===== src/rtl/count_pkg.sv =====
// Shared definitions for the 8-bit up/down counter family.
package count_pkg;

    localparam int CNT_WIDTH = 8;

    typedef enum logic [1:0] {
        IDLE = 2'd0,
        RUN  = 2'd1,
        DONE = 2'd2
    } cnt_state_t;

endpackage


===== src/rtl/count8_down_if.sv =====
// Control/status bundle of the down-counter; master drives control, slave is the counter.
interface count8_down_if import count_pkg::*; #(
    parameter int WIDTH = CNT_WIDTH
);
    logic             EN;
    logic             load;
    logic [WIDTH-1:0] CNT_In;
    logic             auto;
    logic [WIDTH-1:0] CNT;
    logic             TC;
    logic             busy;
    logic             done;

    modport master (
        output EN, load, CNT_In, auto,
        input  CNT, TC, busy, done
    );

    modport slave (
        input  EN, load, CNT_In, auto,
        output CNT, TC, busy, done
    );
endinterface


===== src/rtl/count8_down.sv =====
// Loadable down-counter/timer: counts a loaded value to zero, pulses TC at the
// terminal step and optionally reloads from the captured reload value.
module count8_down import count_pkg::*; #(
    parameter int WIDTH = CNT_WIDTH
) (
    input  logic         clk,
    input  logic         res,
    count8_down_if.slave bus
);

    localparam logic [1:0] ST_IDLE = IDLE;
    localparam logic [1:0] ST_RUN  = RUN;
    localparam logic [1:0] ST_DONE = DONE;

    logic [WIDTH-1:0] cnt_q, cnt_d;
    logic [WIDTH-1:0] rld_q, rld_d;
    logic [1:0]       state_q, state_d;
    logic             tc_q, tc_d;

    always_comb begin
        cnt_d   = cnt_q;
        rld_d   = rld_q;
        state_d = state_q;
        tc_d    = 1'b0;
        if (bus.load) begin
            cnt_d   = bus.CNT_In;
            rld_d   = bus.CNT_In;
            state_d = (bus.CNT_In != '0) ? ST_RUN : ST_IDLE;
        end else begin
            case (state_q)
                ST_RUN: begin
                    if (bus.EN) begin
                        // Treat <=1 as terminal so an impossible zero in RUN can never wrap.
                        if (cnt_q <= WIDTH'(1)) begin
                            tc_d = 1'b1;
                            if (bus.auto) begin
                                cnt_d = rld_q;
                            end else begin
                                cnt_d   = '0;
                                state_d = ST_DONE;
                            end
                        end else begin
                            cnt_d = cnt_q - WIDTH'(1);
                        end
                    end
                end
                ST_DONE: cnt_d = '0;
                default: ;
            endcase
        end
    end

    always_ff @(posedge clk or negedge res) begin
        if (!res) begin
            cnt_q   <= '0;
            rld_q   <= '0;
            state_q <= ST_IDLE;
            tc_q    <= 1'b0;
        end else begin
            cnt_q   <= cnt_d;
            rld_q   <= rld_d;
            state_q <= state_d;
            tc_q    <= tc_d;
        end
    end

    assign bus.CNT  = cnt_q;
    assign bus.TC   = tc_q;
    assign bus.busy = (state_q == ST_RUN);
    assign bus.done = (state_q == ST_DONE);

endmodule


===== src/flat_wrapper.sv =====
// flat-port wrapper written by rule: the top's interface ports become plain ports
module count8_down_flat import count_pkg::*;
#(
    parameter int WIDTH = CNT_WIDTH
)
  (clk, res, bus_EN, bus_load, bus_CNT_In, bus_auto, bus_CNT, bus_TC, bus_busy, bus_done);
  count8_down_if #(.WIDTH(WIDTH)) bus_i ();
  input  logic clk;
  input  logic res;
  input wire logic [$bits(bus_i.EN)-1:0] bus_EN;
  input wire logic [$bits(bus_i.load)-1:0] bus_load;
  input wire logic [$bits(bus_i.CNT_In)-1:0] bus_CNT_In;
  input wire logic [$bits(bus_i.auto)-1:0] bus_auto;
  output wire logic [$bits(bus_i.CNT)-1:0] bus_CNT;
  output wire logic [$bits(bus_i.TC)-1:0] bus_TC;
  output wire logic [$bits(bus_i.busy)-1:0] bus_busy;
  output wire logic [$bits(bus_i.done)-1:0] bus_done;
  assign bus_i.EN = bus_EN;
  assign bus_i.load = bus_load;
  assign bus_i.CNT_In = bus_CNT_In;
  assign bus_i.auto = bus_auto;
  assign bus_CNT = bus_i.CNT;
  assign bus_TC = bus_i.TC;
  assign bus_busy = bus_i.busy;
  assign bus_done = bus_i.done;
  count8_down #(.WIDTH(WIDTH)) u_core (.clk(clk), .res(res), .bus(bus_i));
endmodule

===== config.mk =====
export PLATFORM = sky130hd
export DESIGN_NAME = count8_down_flat
export DESIGN_NICKNAME = d
export VERILOG_FILES = /design/src/rtl/count_pkg.sv /design/src/rtl/count8_down_if.sv /design/src/rtl/count8_down.sv /design/src/flat_wrapper.sv
export SDC_FILE = /design/constraint.sdc
export NUM_CORES = 1
export LEC_CHECK = 0
export BUFFER_PORTS_ARGS = -buffer_cell sky130_fd_sc_hd__clkbuf_2
export CAP_MARGIN = 40
export CORE_AREA = 2 2 46 48
export CTS_BUF_LIST = sky130_fd_sc_hd__clkbuf_8
export DETAILED_ROUTE_END_ITERATION = 10
export DIE_AREA = 0 0 48 50
export GPL_TIMING_DRIVEN = 0
export PLACE_DENSITY = 0.86
export SYNTH_ARGS = -nofsm -noshare
export SYNTH_HDL_FRONTEND = slang
export SYNTH_SLANG_ARGS = --single-unit
export TNS_END_PERCENT = 50

===== constraint.sdc =====
create_clock -name clk -period 3.7 [get_ports clk]
set_input_delay 0.37 -clock clk [delete_from_list [all_inputs] [get_ports clk]]
set_output_delay 0.37 -clock clk [all_outputs]
set_load 0.02 [all_outputs]

==> reports/qor.yml <==
floorplanning:
  initial_utilization_pct: 57.0
  die_w_um: 48
  core_um2: 1900
  io_pins: 24
  num_rows: 16
  die_h_um: 50
  dieArea_um2: 2400
run:
  drv_cap: 0
timing:
  fin_crit_sh_pct: 52.9
  report.final.slew_viol_count: 0
  hold_viol_final: 0
  setup_ws_ns: 1.74
  min_period_ns: 1.96
  setup_violations: 0
  fin_tns_setup_ns: 0
  slew_headroom_pct: 57.6
  skew_ns: 0.00620
  rsz0062_at_grt: "no"
  clock.fmax_mhz: 511
  tightest_slew_ns: 0.632
clock_tree:
  numCtsBuffers: 3
  clock_latency_ns: 0.26
  post_cts_buffers: 0
  cts_tree: "built"
  root_buffer: "clkbuf_8"
  ctsHoldBuffers: 0
  cts_resized: 0
  clock_sinks: 19
  htreeDepth: 1
  clk_pin_slew_ns: 0.07
  cts_buffer_depth: 2
synth:
  ys_warn_count: 0
  ys_types: 36
  synth_edf_count: 0
  yosysSeqAreaShare_pct: 43.8
  synth_compound_area_share_pct: 20.1
  syn_inst: 105
  synth.area.top_cells: "dfrtp_1, mux2_2, a22oi_1"
  synth_top_area_share_pct: 43.8
  synth_mux_area_share_pct: 10.4
  synth_top_area_cell: "dfrtp_1"
  syn_nets: 120
  synth_flop_cell: "dfrtp_1"
  synth_top_family_by_area: "compound AO/OA/AOI/OAI gates"
  yosys.area_share.adder_pct: 2.31
  yosys_register_bits: 19
  synth_area_per_cell_um2: 10.3
  synth_xor_area_share_pct: 1.61
  synth-async-reset-ratio_pct: 100
  synthSimpleGateAreaFrac_pct: 18.3
  syn_area_um2: 1080
critical_path:
  worstSetupPathType: "flip-flop to flip-flop"
  crit_fanout: 8
  path_buf_inv: 1
  reg2reg_to: "u_core.bus.CNT[5]"
  crit_required_ns: 3.87
  regToRegStartpoint: "u_core.bus.CNT[0]"
  worstSetupStartpointType: "flip-flop"
  cp_slowest_cell: "dfrtp_1"
  critPathMaxStageDelay_ns: 0.48
  crit_path_end_kind: "flip-flop"
  reg2reg_slack_ns: 1.74
  crit_family: "compound AO/OA/AOI/OAI gates"
  cp_cell_sequence: "inv_1 > ha_1 > or2_2 > a2111oi_0 > nor2_1 > a22oi_2"
  arrival_ns: 2.13
  reg2reg_depth: 6
finish:
  nFillCells: 139
  area_delta_synth_final_pct: 17.4
  seq_area_um2: 475
  num_antenna_cells: 0
  final_cells: 158
  multiInputGateArea_um2: 572
  layout.nets: 147
  drive_gt1_share_pct: 32.1
drt:
  routed_wl_um: 2460
  dr.pass1.iters: 4
  drc_errors: 0
  antenna_left: 0
  post_drt_wl_per_cell_um: 15.6
  num_vias: 947
  viasPerCell: 5.99
  drtIter0Drc: 52
run_status:
  status: "complete, no violations"
power_and_ir_drop:
  p_leak_nw: 0.552
  p_per_area_nw_per_um2: 421
  ir_drop_mv: 0.312
global_route:
  gr-total-overflow: 0
  grt_start_max_net_pins: 20
  grt_pass1_wl_um: 3930
  antenna_found_initial: 0
  grt_pass1_vias: 860
  grt_usage_pct: 22.7
worst_hold_path:
  hold_class: "primary input to asynchronous set/reset pin"
placed_design:
  dp.cells: 154
  port_buffers: 22
  pre_cts_slack_ns: 1.80
  dpl.hpwl_um: 1780
  place_congestion: 0.919
[worst max-delay path by stage]
stage | from | end | slack, ns | cells past startpoint
final | u_core.bus.CNT[0] | u_core.bus.CNT[5] | 1.74 | 6
after floorplan | u_core.bus.CNT[0] | u_core.bus.CNT[5] | 1.85 | 6
after detailed placement | u_core.bus.CNT[0] | u_core.bus.CNT[5] | 1.80 | 6
after CTS | u_core.bus.CNT[0] | u_core.bus.CNT[5] | 1.77 | 6
after global placement | u_core.bus.CNT[0] | u_core.bus.CNT[5] | 1.80 | 6
after global routing | u_core.bus.CNT[0] | u_core.bus.CNT[5] | 1.58 | 6
[cell families (layout without fill, tap and decap cells)]
group,count (synthesis),after routing
compound gates,31,31
xor+xnor,2,2
fa+ha+maj,2,2
buf+inv,10,36
flops,19,19
mux,10,10
simple gates,31,31
[where the power goes]
group / internal (mW) / leakage (nW) / switching, mW / total (mW)
Combinational: 0.0603 / 0.295 / 0.0762 / 0.136
Clock: 0.0738 / 0.0269 / 0.0678 / 0.142
Sequential: 0.228 / 0.230 / 0.0300 / 0.258
Total: 0.362 / 0.552 / 0.174 / 0.536
[final cells by class]
class                      count  share of cell area, %
sequential                    19                   37.3
clock inverter                 1                  0.295
tap                           27                   2.65
buffer                         4                   1.18
clock buffer                   3                   3.24
multi-input combinational     76                   44.9
timing repair buffer          22                   8.64
inverter                       6                   1.77
[metal layers]
layer / global-route usage [%] / share of wire (%) / up-vias
li1: - / - / 446
met1: 31.1 / 42 / 450
met4: 5.86 / 1.1 / 0
met2: 35.8 / 50 / 46
met3: 4.40 / 6.9 / 5
met5: 0 / 0 / -
[sequential cells by signal (all words and copies together), names as in the netlist]
register        cells
u_core.bus.CNT      8
u_core.rld_q        8
u_core.bus.TC       1
u_core.state_q      2
[synth_stat cells (3+ instances only)]
cell / count
dfrtp_1: 19
mux2_2: 10
nand2_1: 8
o21ai_0: 7
a21oi_1: 6
inv_1: 6
a22oi_1: 5
clkbuf_1: 4
nor2_1: 4
nor4_1: 3
o31ai_1: 3
[worst reg2reg max path, cell delays in order, from the launching register on]
cell and delay [ns]:
dfrtp_1 0.48, inv_1 0.07, ha_1 0.27, or2_2 0.38, a2111oi_0 0.40, nor2_1 0.10
a22oi_2 0.17
[through the flow]
step | util, % | hold WS [ns] | area [um2] | power, mW
2_1_floorplan | - | 0.0744 | 1080 | 0.351
4_1_cts | 67.0 | 0.0680 | 1270 | 0.536
5_1_grt | 67.0 | 0.0901 | 1270 | 0.566
6_report | 67.0 | 0.0449 | 1270 | 0.536
3_3_place_gp | 64.6 | 0.343 | 1230 | 0.392
3_5_place_dp | 64.6 | 0.343 | 1230 | 0.396
[layout by cell type, fill, tap and decap left out, drive strengths merged, types with 2 or more instances in the layout]
cell	n
or3	2
nor2	4
o21ai	7
o41ai	2
a31oi	2
nand3	2
inv	7
nor4	4
mux2	10
a22oi	6
o31ai	3
clkbuf	29
nand2	8
a21oi	6
dfrtp	19
ha	2
or4	2
nor2b	2
or2	2
(Power assumes the default switching activity.)
